==> config.mk <==
export PLATFORM = sky130hd
export DESIGN_NAME = mips_alu_seq_exec_flat
export DESIGN_NICKNAME = d
export VERILOG_FILES = /design/src/rtl/mips_alu_seq_exec_if.sv /design/src/rtl/mips_alu_seq_exec.sv /design/src/flat_wrapper.sv
export SDC_FILE = /design/constraint.sdc
export NUM_CORES = 1
export LEC_CHECK = 0
export BUFFER_PORTS_ARGS = -buffer_cell sky130_fd_sc_hd__buf_2
export CAP_MARGIN = 20
export CORE_ASPECT_RATIO = 1.25
export CORE_MARGIN = 2
export CORE_UTILIZATION = 40
export CTS_BUF_LIST = sky130_fd_sc_hd__clkbuf_8
export CTS_CLUSTER_DIAMETER = 100
export DETAILED_ROUTE_END_ITERATION = 8
export GPL_ROUTABILITY_DRIVEN = 0
export GPL_TIMING_DRIVEN = 0
export PLACE_DENSITY_LB_ADDON = 0.2
export SETUP_SLACK_MARGIN = 0.2
export SLEW_MARGIN = 0
export SYNTH_ARGS = -nofsm -noshare
export SYNTH_HDL_FRONTEND = slang
export SYNTH_SLANG_ARGS = --single-unit
==> constraint.sdc <==
create_clock -name clk -period 2.5 [get_ports clk]
set_input_delay 0.5 -clock clk [delete_from_list [all_inputs] [get_ports clk]]
set_output_delay 0.5 -clock clk [all_outputs]
set_load 0.05 [all_outputs]
==> src/rtl/mips_alu_seq_exec_if.sv <==
// Request/response bundle between register-read and the sequential ALU execute stage.
// The master drives operands and out_ready; the slave returns in_ready and the result.
interface mips_alu_seq_exec_if #(
   parameter int unsigned WIDTH = 32
);
   localparam int unsigned SH_W = $clog2(WIDTH);

   logic             in_valid;
   logic             in_ready;
   logic [1:0]       ALU_Op;
   logic [5:0]       funct;
   logic [SH_W-1:0]  shamt;
   logic [WIDTH-1:0] A;
   logic [WIDTH-1:0] B;
   logic             out_valid;
   logic             out_ready;
   logic [WIDTH-1:0] result;
   logic             ovf;
   logic             err;

   modport master (
      output in_valid, ALU_Op, funct, shamt, A, B, out_ready,
      input  in_ready, out_valid, result, ovf, err
   );

   modport slave (
      input  in_valid, ALU_Op, funct, shamt, A, B, out_ready,
      output in_ready, out_valid, result, ovf, err
   );
endinterface

==> src/rtl/mips_alu_seq_exec.sv <==
// Sequential MIPS ALU execute stage: single-cycle add/sub, iterative shifter,
// illegal-encoding and signed-overflow flags, valid/ready on both sides.
module mips_alu_seq_exec #(
   parameter int unsigned WIDTH      = 32,
   parameter int unsigned SHIFT_STEP = 1
) (
   input  logic                  clk,
   input  logic                  rst,
   mips_alu_seq_exec_if.slave    io_bus
);
   localparam int unsigned SH_W = $clog2(WIDTH);
   localparam int unsigned K_W  = SH_W + 1;

   localparam logic [5:0] F_ADD  = 6'b100000;
   localparam logic [5:0] F_SUB  = 6'b100010;
   localparam logic [5:0] F_SLL  = 6'b000000;
   localparam logic [5:0] F_SRL  = 6'b000010;
   localparam logic [5:0] F_SRA  = 6'b000011;
   localparam logic [5:0] F_SLLV = 6'b000100;
   localparam logic [5:0] F_SRLV = 6'b000110;
   localparam logic [5:0] F_SRAV = 6'b000111;

   typedef enum logic [1:0] {S_IDLE, S_SHIFT, S_DONE} state_t;

   state_t            r_state;
   state_t            w_next;
   logic [WIDTH-1:0]  r_result;
   logic [WIDTH-1:0]  w_result;
   logic              r_ovf;
   logic              w_ovf;
   logic              r_err;
   logic              w_err;
   logic              r_out_valid;
   logic [SH_W-1:0]   r_nrem;
   logic [SH_W-1:0]   w_nrem;
   logic              r_left;
   logic              w_left;
   logic              r_arith;
   logic              w_arith;

   logic              w_accept;
   logic              w_is_sub;
   logic              w_is_shift;
   logic              w_illegal;
   logic              w_dec_left;
   logic              w_dec_arith;
   logic              w_dec_var;
   logic [WIDTH-1:0]  w_bop;
   logic [WIDTH-1:0]  w_sum;
   logic              w_sum_ovf;
   logic [SH_W-1:0]   w_amt;
   logic [K_W-1:0]    w_k;
   logic signed [WIDTH-1:0] w_sra;
   logic [WIDTH-1:0]  w_shifted;
   logic [SH_W-1:0]   w_nrem_dec;

   assign io_bus.in_ready  = (r_state == S_IDLE) & ~rst;
   assign io_bus.out_valid = r_out_valid;
   assign io_bus.result    = r_result;
   assign io_bus.ovf       = r_ovf;
   assign io_bus.err       = r_err;
   assign w_accept         = io_bus.in_valid & io_bus.in_ready;

   // ALU_Op / funct decode
   always_comb begin
      w_is_sub    = 1'b0;
      w_is_shift  = 1'b0;
      w_illegal   = 1'b0;
      w_dec_left  = 1'b0;
      w_dec_arith = 1'b0;
      w_dec_var   = 1'b0;
      case (io_bus.ALU_Op)
         2'b00: w_is_sub = 1'b0;
         2'b01: w_is_sub = 1'b1;
         2'b10: begin
            case (io_bus.funct)
               F_ADD:  w_is_sub = 1'b0;
               F_SUB:  w_is_sub = 1'b1;
               F_SLL:  begin w_is_shift = 1'b1; w_dec_left = 1'b1; end
               F_SRL:  w_is_shift = 1'b1;
               F_SRA:  begin w_is_shift = 1'b1; w_dec_arith = 1'b1; end
               F_SLLV: begin w_is_shift = 1'b1; w_dec_left = 1'b1; w_dec_var = 1'b1; end
               F_SRLV: begin w_is_shift = 1'b1; w_dec_var = 1'b1; end
               F_SRAV: begin w_is_shift = 1'b1; w_dec_arith = 1'b1; w_dec_var = 1'b1; end
               default: w_illegal = 1'b1;
            endcase
         end
         default: w_illegal = 1'b1;
      endcase
   end

   // Subtraction as A + ~B + 1; overflow when operand signs agree but the sum's differs
   assign w_bop     = w_is_sub ? ~io_bus.B : io_bus.B;
   assign w_sum     = io_bus.A + w_bop + WIDTH'(w_is_sub);
   assign w_sum_ovf = (io_bus.A[WIDTH-1] == w_bop[WIDTH-1]) & (w_sum[WIDTH-1] != io_bus.A[WIDTH-1]);
   assign w_amt     = w_dec_var ? io_bus.B[SH_W-1:0] : io_bus.shamt;

   // One shifter iteration of min(n_rem, SHIFT_STEP) positions
   assign w_k        = (K_W'(r_nrem) < K_W'(SHIFT_STEP)) ? K_W'(r_nrem) : K_W'(SHIFT_STEP);
   assign w_sra      = $signed(r_result) >>> w_k;
   assign w_shifted  = r_left  ? (r_result << w_k) :
                       r_arith ? WIDTH'(w_sra)     :
                                 (r_result >> w_k);
   assign w_nrem_dec = r_nrem - SH_W'(w_k);

   always_ff @(posedge clk or posedge rst) begin
      if (rst) r_state <= S_IDLE;
      else     r_state <= w_next;
   end

   always_comb begin
      w_next   = r_state;
      w_result = r_result;
      w_ovf    = r_ovf;
      w_err    = r_err;
      w_nrem   = r_nrem;
      w_left   = r_left;
      w_arith  = r_arith;
      case (r_state)
         S_IDLE: begin
            if (w_accept) begin
               w_ovf  = 1'b0;
               w_err  = 1'b0;
               w_next = S_DONE;
               if (w_illegal) begin
                  w_result = '0;
                  w_err    = 1'b1;
               end else if (w_is_shift) begin
                  w_result = io_bus.A;
                  w_nrem   = w_amt;
                  w_left   = w_dec_left;
                  w_arith  = w_dec_arith;
                  if (w_amt != '0) w_next = S_SHIFT;
               end else begin
                  w_result = w_sum;
                  w_ovf    = w_sum_ovf;
               end
            end
         end
         S_SHIFT: begin
            w_result = w_shifted;
            w_nrem   = w_nrem_dec;
            if (w_nrem_dec == '0) w_next = S_DONE;
         end
         S_DONE: begin
            if (io_bus.out_ready) w_next = S_IDLE;
         end
         default: w_next = S_IDLE;
      endcase
   end

   // Datapath registers; out_valid tracks DONE so it is glitch-free
   always_ff @(posedge clk or posedge rst) begin
      if (rst) begin
         r_result    <= '0;
         r_ovf       <= 1'b0;
         r_err       <= 1'b0;
         r_out_valid <= 1'b0;
         r_nrem      <= '0;
         r_left      <= 1'b0;
         r_arith     <= 1'b0;
      end else begin
         r_result    <= w_result;
         r_ovf       <= w_ovf;
         r_err       <= w_err;
         r_out_valid <= (w_next == S_DONE);
         r_nrem      <= w_nrem;
         r_left      <= w_left;
         r_arith     <= w_arith;
      end
   end
endmodule

==> src/flat_wrapper.sv <==
// flat-port wrapper written by rule: the top's interface ports become plain ports
module mips_alu_seq_exec_flat 
#(
   parameter int unsigned WIDTH      = 32,
   parameter int unsigned SHIFT_STEP = 1
)
  (clk, rst, io_bus_in_valid, io_bus_ALU_Op, io_bus_funct, io_bus_shamt, io_bus_A, io_bus_B, io_bus_out_ready, io_bus_in_ready, io_bus_out_valid, io_bus_result, io_bus_ovf, io_bus_err);
  mips_alu_seq_exec_if #(.WIDTH(WIDTH)) io_bus_i ();
  input  logic clk;
  input  logic rst;
  input wire logic [$bits(io_bus_i.in_valid)-1:0] io_bus_in_valid;
  input wire logic [$bits(io_bus_i.ALU_Op)-1:0] io_bus_ALU_Op;
  input wire logic [$bits(io_bus_i.funct)-1:0] io_bus_funct;
  input wire logic [$bits(io_bus_i.shamt)-1:0] io_bus_shamt;
  input wire logic [$bits(io_bus_i.A)-1:0] io_bus_A;
  input wire logic [$bits(io_bus_i.B)-1:0] io_bus_B;
  input wire logic [$bits(io_bus_i.out_ready)-1:0] io_bus_out_ready;
  output wire logic [$bits(io_bus_i.in_ready)-1:0] io_bus_in_ready;
  output wire logic [$bits(io_bus_i.out_valid)-1:0] io_bus_out_valid;
  output wire logic [$bits(io_bus_i.result)-1:0] io_bus_result;
  output wire logic [$bits(io_bus_i.ovf)-1:0] io_bus_ovf;
  output wire logic [$bits(io_bus_i.err)-1:0] io_bus_err;
  assign io_bus_i.in_valid = io_bus_in_valid;
  assign io_bus_i.ALU_Op = io_bus_ALU_Op;
  assign io_bus_i.funct = io_bus_funct;
  assign io_bus_i.shamt = io_bus_shamt;
  assign io_bus_i.A = io_bus_A;
  assign io_bus_i.B = io_bus_B;
  assign io_bus_i.out_ready = io_bus_out_ready;
  assign io_bus_in_ready = io_bus_i.in_ready;
  assign io_bus_out_valid = io_bus_i.out_valid;
  assign io_bus_result = io_bus_i.result;
  assign io_bus_ovf = io_bus_i.ovf;
  assign io_bus_err = io_bus_i.err;
  mips_alu_seq_exec #(.WIDTH(WIDTH), .SHIFT_STEP(SHIFT_STEP)) u_core (.clk(clk), .rst(rst), .io_bus(io_bus_i));
endmodule
==> impl_metrics.prom, run 1 <==
# TYPE chip_impl_metric gauge
chip_impl_metric{name="timing.clock.skew",unit="ns"} 0.0101
chip_impl_metric{name="synth_xor_area_frac",unit=""} 0.0934
chip_impl_metric{name="worst_slew_pin_slew",unit="ns"} 0.813
chip_impl_metric{name="ys_ff_latch",unit=""} 44
chip_impl_metric{name="die-width",unit="um"} 106
chip_impl_metric{name="final_layout_size_suffix_gt1_frac",unit=""} 0.372
chip_impl_info{name="ys_dominant_reg_cell",value="sky130_fd_sc_hd__dfrtp_1"} 1
chip_impl_info{name="netlist.top_cell.by_area",value="sky130_fd_sc_hd__dfrtp_1"} 1
chip_impl_metric{name="critPathRequiredTime",unit="ns"} 2.76
chip_impl_info{name="setup_repair_after_global_routing_missed_its_margin",value="true"} 1
chip_impl_metric{name="r2r_slack",unit="ns"} -0.40
chip_impl_metric{name="top_level_ports",unit=""} 117
chip_impl_metric{name="cell_count_after_synthesis",unit=""} 676
chip_impl_metric{name="hold_buffers",unit=""} 0
chip_impl_metric{name="timing.critical_path.buf_inv",unit=""} 3
chip_impl_metric{name="number_of_global_route_vias_before_repair",unit=""} 5828
chip_impl_metric{name="globalRoute.totalOverflow",unit=""} 0
chip_impl_metric{name="die_h",unit="um"} 131
chip_impl_info{name="critical_path.endpoint_type",value="register"} 1
chip_impl_metric{name="complex_gate_fraction_of_the_synthesized_area",unit=""} 0.279
chip_impl_info{name="synth_top_cells_by_count",value="73 x sky130_fd_sc_hd__a21oi_1, 72 x sky130_fd_sc_hd__nor2_1, 69 x sky130_fd_sc_hd__nand2_1"} 1
chip_impl_metric{name="synth_sequential_area_ratio",unit=""} 0.214
chip_impl_metric{name="final.min_clock_period",unit="ns"} 3.71
chip_impl_info{name="synth.top_cells.by_area",value="sky130_fd_sc_hd__dfrtp_1 21%, sky130_fd_sc_hd__ha_1 8.7%, sky130_fd_sc_hd__xnor2_1 7.3%"} 1
chip_impl_metric{name="first_iter_violations",unit=""} 495
chip_impl_metric{name="synthArstFlopShare",unit=""} 1.00
chip_impl_metric{name="pwr_density_cell",unit="nW/um^2"} 614
chip_impl_metric{name="antenna_found_initial",unit=""} 0
chip_impl_metric{name="final_util",unit=""} 0.577
chip_impl_metric{name="core",unit="sq um"} 12700
chip_impl_metric{name="clock_path_buffers",unit=""} 2
chip_impl_metric{name="count_of_unique_library_cells_instantiated_by_yosys",unit=""} 69
chip_impl_metric{name="grt_first_pass_wirelength",unit="um"} 30100
chip_impl_info{name="failing_checks",value="negative setup slack"} 1
chip_impl_info{name="type_of_the_worst_setup_path",value="input port to register"} 1
chip_impl_info{name="clock_tree_from_tritoncts",value="built"} 1
chip_impl_metric{name="tritoncts_num_sinks",unit=""} 44
chip_impl_metric{name="detailroute.via_count",unit=""} 6155
chip_impl_metric{name="ys_warn_count",unit=""} 0
chip_impl_metric{name="report.final.setup_viol",unit=""} 31
chip_impl_metric{name="drt_pass1_iterations",unit=""} 9
chip_impl_metric{name="drt-wirelength-per-cell",unit="um"} 20.2
chip_impl_metric{name="htreeDepth",unit=""} 2
chip_impl_metric{name="synth_top_area_frac",unit=""} 0.214
chip_impl_metric{name="grt_usage",unit=""} 0.274
chip_impl_info{name="hold_path.class",value="input port to asynchronous set/reset pin"} 1
chip_impl_metric{name="fin_tns_setup",unit="ns"} -27.17
chip_impl_metric{name="dp_slack",unit="ns"} -1.74
chip_impl_metric{name="leakage",unit="uW"} 0.00305
chip_impl_info{name="startpoint_type_of_the_worst_setup_path",value="input port"} 1
chip_impl_metric{name="post_synthesis_instance_area",unit="sq um"} 5150
chip_impl_metric{name="maxCapViolations",unit=""} 0
chip_impl_metric{name="yosys.area_share.adder",unit=""} 0.0913
chip_impl_metric{name="syn_area_per_cell",unit="sq um"} 7.63
chip_impl_metric{name="slew_headroom",unit=""} 0.458
chip_impl_metric{name="clk-insertion-delay-late",unit="ns"} 0.32
chip_impl_metric{name="total_die_area",unit="sq um"} 13800
chip_impl_info{name="cts_root_buf",value="sky130_fd_sc_hd__clkbuf_8"} 1
chip_impl_metric{name="worst-endpoint-arrival",unit="ns"} 3.96
chip_impl_metric{name="fin_total_pwr",unit="uW"} 4480
chip_impl_metric{name="grt_start_max_net_pins",unit=""} 32
chip_impl_info{name="critPathTopFamily",value="compound AO/OA/AOI/OAI gates"} 1
chip_impl_metric{name="ir_worst_vdd",unit="mV"} 0.298
chip_impl_metric{name="dp.final_hpwl",unit="um"} 14600
chip_impl_metric{name="syn-num-nets",unit=""} 794
chip_impl_metric{name="number_of_remaining_drc_errors",unit=""} 0
chip_impl_info{name="run_status",value="finished, violations left"} 1
chip_impl_metric{name="placementRows",unit=""} 46
chip_impl_metric{name="finalWirelength",unit="um"} 20400
chip_impl_info{name="largest_family_of_logic_cells_by_synthesized_area",value="compound AO/OA/AOI/OAI gates"} 1
chip_impl_metric{name="fmax",unit="MHz"} 270
chip_impl_metric{name="max_stage_delay",unit="ns"} 0.42
chip_impl_info{name="cp_cell_sequence",value="buf_8 > nor4bb_4 > a31o_4 > nand2_8 > buf_12 > nor2_4 > a21oi_2 > fa_2 > and2b_2 > o2111ai_4 > and2_4 > o2111a_2 > buf_6 > o31ai_4 > a211oi_2 > o41a_1 > o22ai_1 > o21a_1"} 1
chip_impl_metric{name="fillerInstances",unit=""} 1178
chip_impl_metric{name="muxShareOfSynthArea",unit=""} 0.0694
chip_impl_metric{name="yosys.area_share.simple",unit=""} 0.216
chip_impl_metric{name="synthToLayoutAreaGrowth",unit="%"} 41.6
chip_impl_metric{name="synth-edff-count",unit=""} 0
chip_impl_metric{name="cts_buffers",unit=""} 5
chip_impl_metric{name="slew_viol_final",unit=""} 0
chip_impl_metric{name="clkSlewWorstSetupHoldPaths",unit="ns"} 0.09
chip_impl_metric{name="final_antenna_net_count",unit=""} 0
chip_impl_metric{name="final.setup.worst_slack",unit="ns"} -1.21
chip_impl_metric{name="nNetsFinal",unit=""} 960
chip_impl_info{name="synth_most_common_cell",value="sky130_fd_sc_hd__a21oi_1"} 1
chip_impl_metric{name="viasPerCell",unit=""} 6.09
chip_impl_info{name="slowest_stage",value="sky130_fd_sc_hd__o41a_1"} 1
chip_impl_metric{name="final.period_utilization",unit=""} 1.48
chip_impl_metric{name="timing.final.hold_violations",unit=""} 0
chip_impl_metric{name="portBuffers",unit=""} 115
chip_impl_metric{name="num_antenna_cells",unit=""} 0
chip_impl_metric{name="floorplan.initialDensity",unit=""} 0.407
chip_impl_metric{name="worstPathMaxFanout",unit=""} 6
-- path summary, 6_finish.rpt --
path	startpoint	to	cells past startpoint
max reg2reg	u_core.r_state[1]	u_core.io_bus.result[25]	8
min reg2reg	u_core.io_bus.ovf	u_core.io_bus.ovf	2
min in group clk	io_bus_funct[1]	u_core.r_left	2
max in group asynchronous	rst	u_core.io_bus.result[27]	3
min	rst	u_core.r_state[1]	2
max	io_bus_funct[0]	u_core.io_bus.result[22]	18
-- flip-flops by register name (all words and copies together), names as in the netlist --
signal / cells
u_core.io_bus.result: 32
u_core.r_nrem: 5
u_core.r_state: 2
u_core.io_bus.err: 1
u_core.io_bus.out_valid: 1
u_core.io_bus.ovf: 1
u_core.r_arith: 1
u_core.r_left: 1
-- cell type report --
cell class / instances / area (sq um) / share of cell area
buffer: 34 / 229 / 0.0314
clock buffer: 5 / 68.8 / 0.00943
clock inverter: 3 / 47.5 / 0.00651
inverter: 16 / 60.1 / 0.00823
multi-input combinational: 582 / 4590 / 0.629
sequential: 44 / 1100 / 0.151
tap: 168 / 210 / 0.0288
timing repair buffer: 159 / 993 / 0.136
-- logic make-up after synthesis --
family,count (synthesis)
multiplexers,35
AO/OA/AOI/OAI,221
AND/OR/NAND/NOR,234
adder cells (fa/ha/maj),37
XOR/XNOR,55
flip-flops,44
buffers and inverters,50
-- where the power goes --
group / internal, uW / total, uW / leakage (uW) / switching [uW]
logic: 1070 / 2760 / 0.00246 / 1690
clock network: 302 / 598 / 0.0000583 / 297
registers: 879 / 1130 / 0.000537 / 249
-- what timing repair did --
item | 4_1_cts | 5_1_grt
pin swaps | 42 | 48
gates cloned | 0 | 1
gates resized for setup | 89 | 94
buffers inserted | 20 | 22
endpoints found under the setup margin | 42 | 44
-- per-stage QoR --
step | instance area, sq um | std cells | hold slack [ns]
finish | 7300 | 1011 | 0.168
floorplan | 5260 | 676 | 0.480
global route | 7300 | 1011 | 0.198
global placement | 6050 | 959 | 0.468
CTS | 6670 | 988 | 0.180
detailed placement | 6070 | 960 | 0.474
-- metal layers --
layer / wire (um) / vias up / global-route usage
met5: 0 / - / 0
met4: 722 / 0 / 0.0875
met3: 1200 / 64 / 0.0347
met2: 10500 / 290 / 0.499
met1: 8030 / 2989 / 0.338
li1: - / 2812 / -
-- cells in the final DEF (no fill, tap or decap), types with 12 or more instances in the layout --
cell type / instances
sky130_fd_sc_hd__ha_1: 25
sky130_fd_sc_hd__buf_4: 32
sky130_fd_sc_hd__o21ai_2: 13
sky130_fd_sc_hd__a21oi_2: 21
sky130_fd_sc_hd__xnor2_1: 36
sky130_fd_sc_hd__buf_2: 114
sky130_fd_sc_hd__mux2i_1: 28
sky130_fd_sc_hd__a21oi_1: 48
sky130_fd_sc_hd__nand3_1: 12
sky130_fd_sc_hd__nor3_1: 14
sky130_fd_sc_hd__clkbuf_1: 18
sky130_fd_sc_hd__nand2_1: 63
sky130_fd_sc_hd__o21ai_1: 12
sky130_fd_sc_hd__inv_1: 15
sky130_fd_sc_hd__dfrtp_1: 44
sky130_fd_sc_hd__o21ai_0: 28
sky130_fd_sc_hd__nor2_1: 65
Note: power is estimated with default switching activity, not from simulation.
==> inputs of run 2 (changes only) <==
Settings changed: BUFFER_PORTS_ARGS -buffer_cell sky130_fd_sc_hd__buf_2 to default, DONT_BUFFER_PORTS from default to 1.
==> impl_metrics.prom, run 2 (synthesis gave the netlist of run 1 again) <==
# TYPE chip_impl_metric gauge
chip_impl_metric{name="dp_cells",unit=""} 845
chip_impl_metric{name="clk-insertion-delay-late",unit="ns"} 0.32
chip_impl_metric{name="floorplan.initialDensity",unit=""} 0.407
chip_impl_info{name="slowest_stage",value="sky130_fd_sc_hd__or4_1"} 1
chip_impl_metric{name="detailroute.via_count",unit=""} 5570
chip_impl_metric{name="power.share.sequential",unit=""} 0.405
chip_impl_metric{name="synthToLayoutAreaGrowth",unit="%"} 28.0
chip_impl_info{name="critical_path.reg2reg.startpoint",value="u_core.r_state[0]"} 1
chip_impl_metric{name="dp.final_hpwl",unit="um"} 14500
chip_impl_metric{name="grt_start_max_net_pins",unit=""} 30
chip_impl_metric{name="placed_cell_area",unit="sq um"} 5490
chip_impl_metric{name="die_h",unit="um"} 131
chip_impl_info{name="layout_common_cells",value="63 x sky130_fd_sc_hd__nor2_1, 61 x sky130_fd_sc_hd__nand2_1, 56 x sky130_fd_sc_hd__a21oi_1"} 1
chip_impl_metric{name="timing.final.hold_violations",unit=""} 0
chip_impl_metric{name="power_switching_share",unit=""} 0.506
chip_impl_metric{name="final_layout_size_suffix_gt1_frac",unit=""} 0.263
chip_impl_metric{name="die-width",unit="um"} 106
chip_impl_metric{name="core",unit="sq um"} 12700
chip_impl_metric{name="final.period_utilization",unit=""} 1.44
chip_impl_info{name="critical_path.endpoint_type",value="register"} 1
chip_impl_metric{name="grt_usage",unit=""} 0.273
chip_impl_metric{name="timing.clock.skew",unit="ns"} 0.0124
chip_impl_metric{name="nNetsFinal",unit=""} 843
chip_impl_metric{name="ir_worst_vdd",unit="mV"} 0.275
chip_impl_info{name="type_of_the_worst_setup_path",value="input port to register"} 1
chip_impl_metric{name="number_of_flip_flops_in_the_largest_register",unit=""} 32
chip_impl_metric{name="portBuffers",unit=""} 0
chip_impl_metric{name="antenna_found_initial",unit=""} 0
chip_impl_metric{name="r2r_slack",unit="ns"} -0.36
chip_impl_metric{name="r2r_cells",unit=""} 8
chip_impl_metric{name="globalRoute.totalOverflow",unit=""} 0
chip_impl_info{name="most_common_cell_after_layout_fill_and_taps_aside",value="sky130_fd_sc_hd__nor2_1"} 1
chip_impl_metric{name="worst-endpoint-arrival",unit="ns"} 3.82
chip_impl_metric{name="fin_tns_setup",unit="ns"} -24.22
chip_impl_info{name="failing_checks",value="negative setup slack"} 1
chip_impl_info{name="r2r_end",value="u_core.io_bus.result[25]"} 1
chip_impl_metric{name="tritoncts_num_sinks",unit=""} 44
chip_impl_metric{name="drt-wirelength-per-cell",unit="um"} 21.8
chip_impl_metric{name="total_die_area",unit="sq um"} 13800
chip_impl_info{name="clock_tree_from_tritoncts",value="built"} 1
chip_impl_metric{name="htreeDepth",unit=""} 2
chip_impl_metric{name="num_antenna_cells",unit=""} 0
chip_impl_metric{name="final_util",unit=""} 0.521
chip_impl_info{name="cp_cell_sequence",value="buf_12 > nor4bb_4 > a31o_4 > nand2_8 > buf_12 > nor2_4 > a21oi_2 > fa_2 > and2b_1 > o2111ai_2 > and2_4 > o2111a_2 > or4_1 > nand3_2 > a21oi_2 > xnor2_1 > a31o_2"} 1
chip_impl_metric{name="final.min_clock_period",unit="ns"} 3.61
chip_impl_metric{name="top_level_ports",unit=""} 117
chip_impl_metric{name="clock_path_buffers",unit=""} 2
chip_impl_metric{name="fmax",unit="MHz"} 277
chip_impl_info{name="cts_root_buf",value="sky130_fd_sc_hd__clkbuf_8"} 1
chip_impl_metric{name="netSwitchingPower",unit="uW"} 2090
chip_impl_metric{name="final.setup.worst_slack",unit="ns"} -1.11
chip_impl_info{name="hold_path.class",value="input port to asynchronous set/reset pin"} 1
chip_impl_metric{name="cts_buffers",unit=""} 5
chip_impl_metric{name="placementRows",unit=""} 46
chip_impl_metric{name="clkSlewWorstSetupHoldPaths",unit="ns"} 0.09
chip_impl_metric{name="pwr-share-comb",unit=""} 0.455
chip_impl_metric{name="critPathRequiredTime",unit="ns"} 2.71
chip_impl_metric{name="leakage",unit="uW"} 0.00259
chip_impl_info{name="run_status",value="finished, violations left"} 1
chip_impl_metric{name="report.final.setup_viol",unit=""} 30
chip_impl_metric{name="relative_contribution_of_the_clock_network_to_total_power",unit=""} 0.140
chip_impl_metric{name="worstPathMaxFanout",unit=""} 6
chip_impl_info{name="setup_repair_after_global_routing_missed_its_margin",value="true"} 1
chip_impl_metric{name="number_of_remaining_drc_errors",unit=""} 0
chip_impl_metric{name="fin_area",unit="sq um"} 6600
chip_impl_info{name="startpoint_type_of_the_worst_setup_path",value="input port"} 1
chip_impl_metric{name="wl_met2",unit="um"} 9850
chip_impl_metric{name="slew_headroom",unit=""} 0.471
chip_impl_metric{name="pwr_density_cell",unit="nW/um^2"} 627
chip_impl_info{name="top_layer_used",value="met4"} 1
chip_impl_metric{name="drt_pass1_iterations",unit=""} 7
chip_impl_metric{name="slew_viol_final",unit=""} 0
chip_impl_metric{name="met3_wirelength_from_detailed_routing",unit="um"} 1450
chip_impl_metric{name="maxCapViolations",unit=""} 0
chip_impl_metric{name="first_iter_violations",unit=""} 423
chip_impl_metric{name="cellInternalPower",unit="uW"} 2040
chip_impl_metric{name="finalWirelength",unit="um"} 19500
chip_impl_metric{name="worst_slew_pin_slew",unit="ns"} 0.793
chip_impl_metric{name="met1_length",unit="um"} 7590
chip_impl_metric{name="number_of_global_route_vias_before_repair",unit=""} 5387
chip_impl_metric{name="fin_total_pwr",unit="uW"} 4140
chip_impl_metric{name="final_antenna_net_count",unit=""} 0
chip_impl_metric{name="final_cell_count_no_fill",unit=""} 894
chip_impl_metric{name="viasPerCell",unit=""} 6.23
chip_impl_metric{name="grt_first_pass_wirelength",unit="um"} 29600
chip_impl_metric{name="max_stage_delay",unit="ns"} 0.50
[run 2: cell types whose count changed in the layout (fill, tap and decap cells not counted), sizes merged]
cell	before	now
clkinv	2	1
clkbuf	32	31
inv	16	17
buf	166	50
[run 2: what timing repair did]
item | CTS | global route
resized for setup | 94 | 74
cloned | 1 | 0
pin swaps | 60 | 27
endpoints found under the setup margin | 44 | 42
hold buffers | 0 | 0
buffers inserted | 27 | 13
[run 2: power by group through the flow]
| stage | combinational, uW | sequential (uW) | clock [uW] |
|---|---|---|---|
| CTS | 1680 | 1670 | 577 |
| finish | 1880 | 1680 | 579 |
| global route | 2050 | 1690 | 603 |
| global placement | 1410 | 1670 | 0 |
| detailed placement | 1450 | 1680 | 0 |
| floorplan | 1160 | 1560 | 0 |
[run 2: layer usage]
metal	global-route usage	vias up
li1	-	2580
met1	0.325	2700
met2	0.491	249
met3	0.0565	41
met4	0.0944	0
met5	0	-
[run 2: through the flow]
| stage | worst slack [ns] | hold slack, ns |
|---|---|---|
| finish | -1.11 | 0.0504 |
| global route | -1.22 | 0.0718 |
| CTS | -1.07 | 0.0591 |
| detailed placement | -1.73 | 0.397 |
| global placement | -1.70 | 0.524 |
| floorplan | -1.14 | 0.480 |
[run 2: area by class of cell]
cell class | count | area (sq um)
clock buffer | 5 | 68.8
fill | 1201 | 6060
tap | 168 | 210
multi-input combinational | 582 | 4500
inverter | 16 | 60.1
timing repair buffer | 42 | 388
clock inverter | 3 | 38.8
sequential | 44 | 1100
buffer | 34 | 226
[run 2: worst max path at each step]
stage	slack, ns	from	cells past startpoint	to
5_1_grt	-1.22	io_bus_funct[2]	18	u_core.io_bus.result[26]
2_1_floorplan	-1.14	io_bus_funct[2]	17	u_core.io_bus.result[28]
4_1_cts	-1.07	io_bus_funct[2]	17	u_core.io_bus.result[28]
3_3_place_gp	-1.70	io_bus_funct[2]	16	u_core.io_bus.result[30]
6_report	-1.11	io_bus_funct[2]	17	u_core.io_bus.result[28]
3_5_place_dp	-1.73	io_bus_funct[2]	16	u_core.io_bus.result[30]
[run 2: worst max-delay path: cells and delay by family]
kind / cells / cell delay [ns]
adder cells (fa/ha/maj): 1 / 0.35
AO/OA/AOI/OAI: 6 / 1.06
buffers and inverters: 2 / 0.27
XOR/XNOR: 1 / 0.13
AND/OR/NAND/NOR: 7 / 1.50
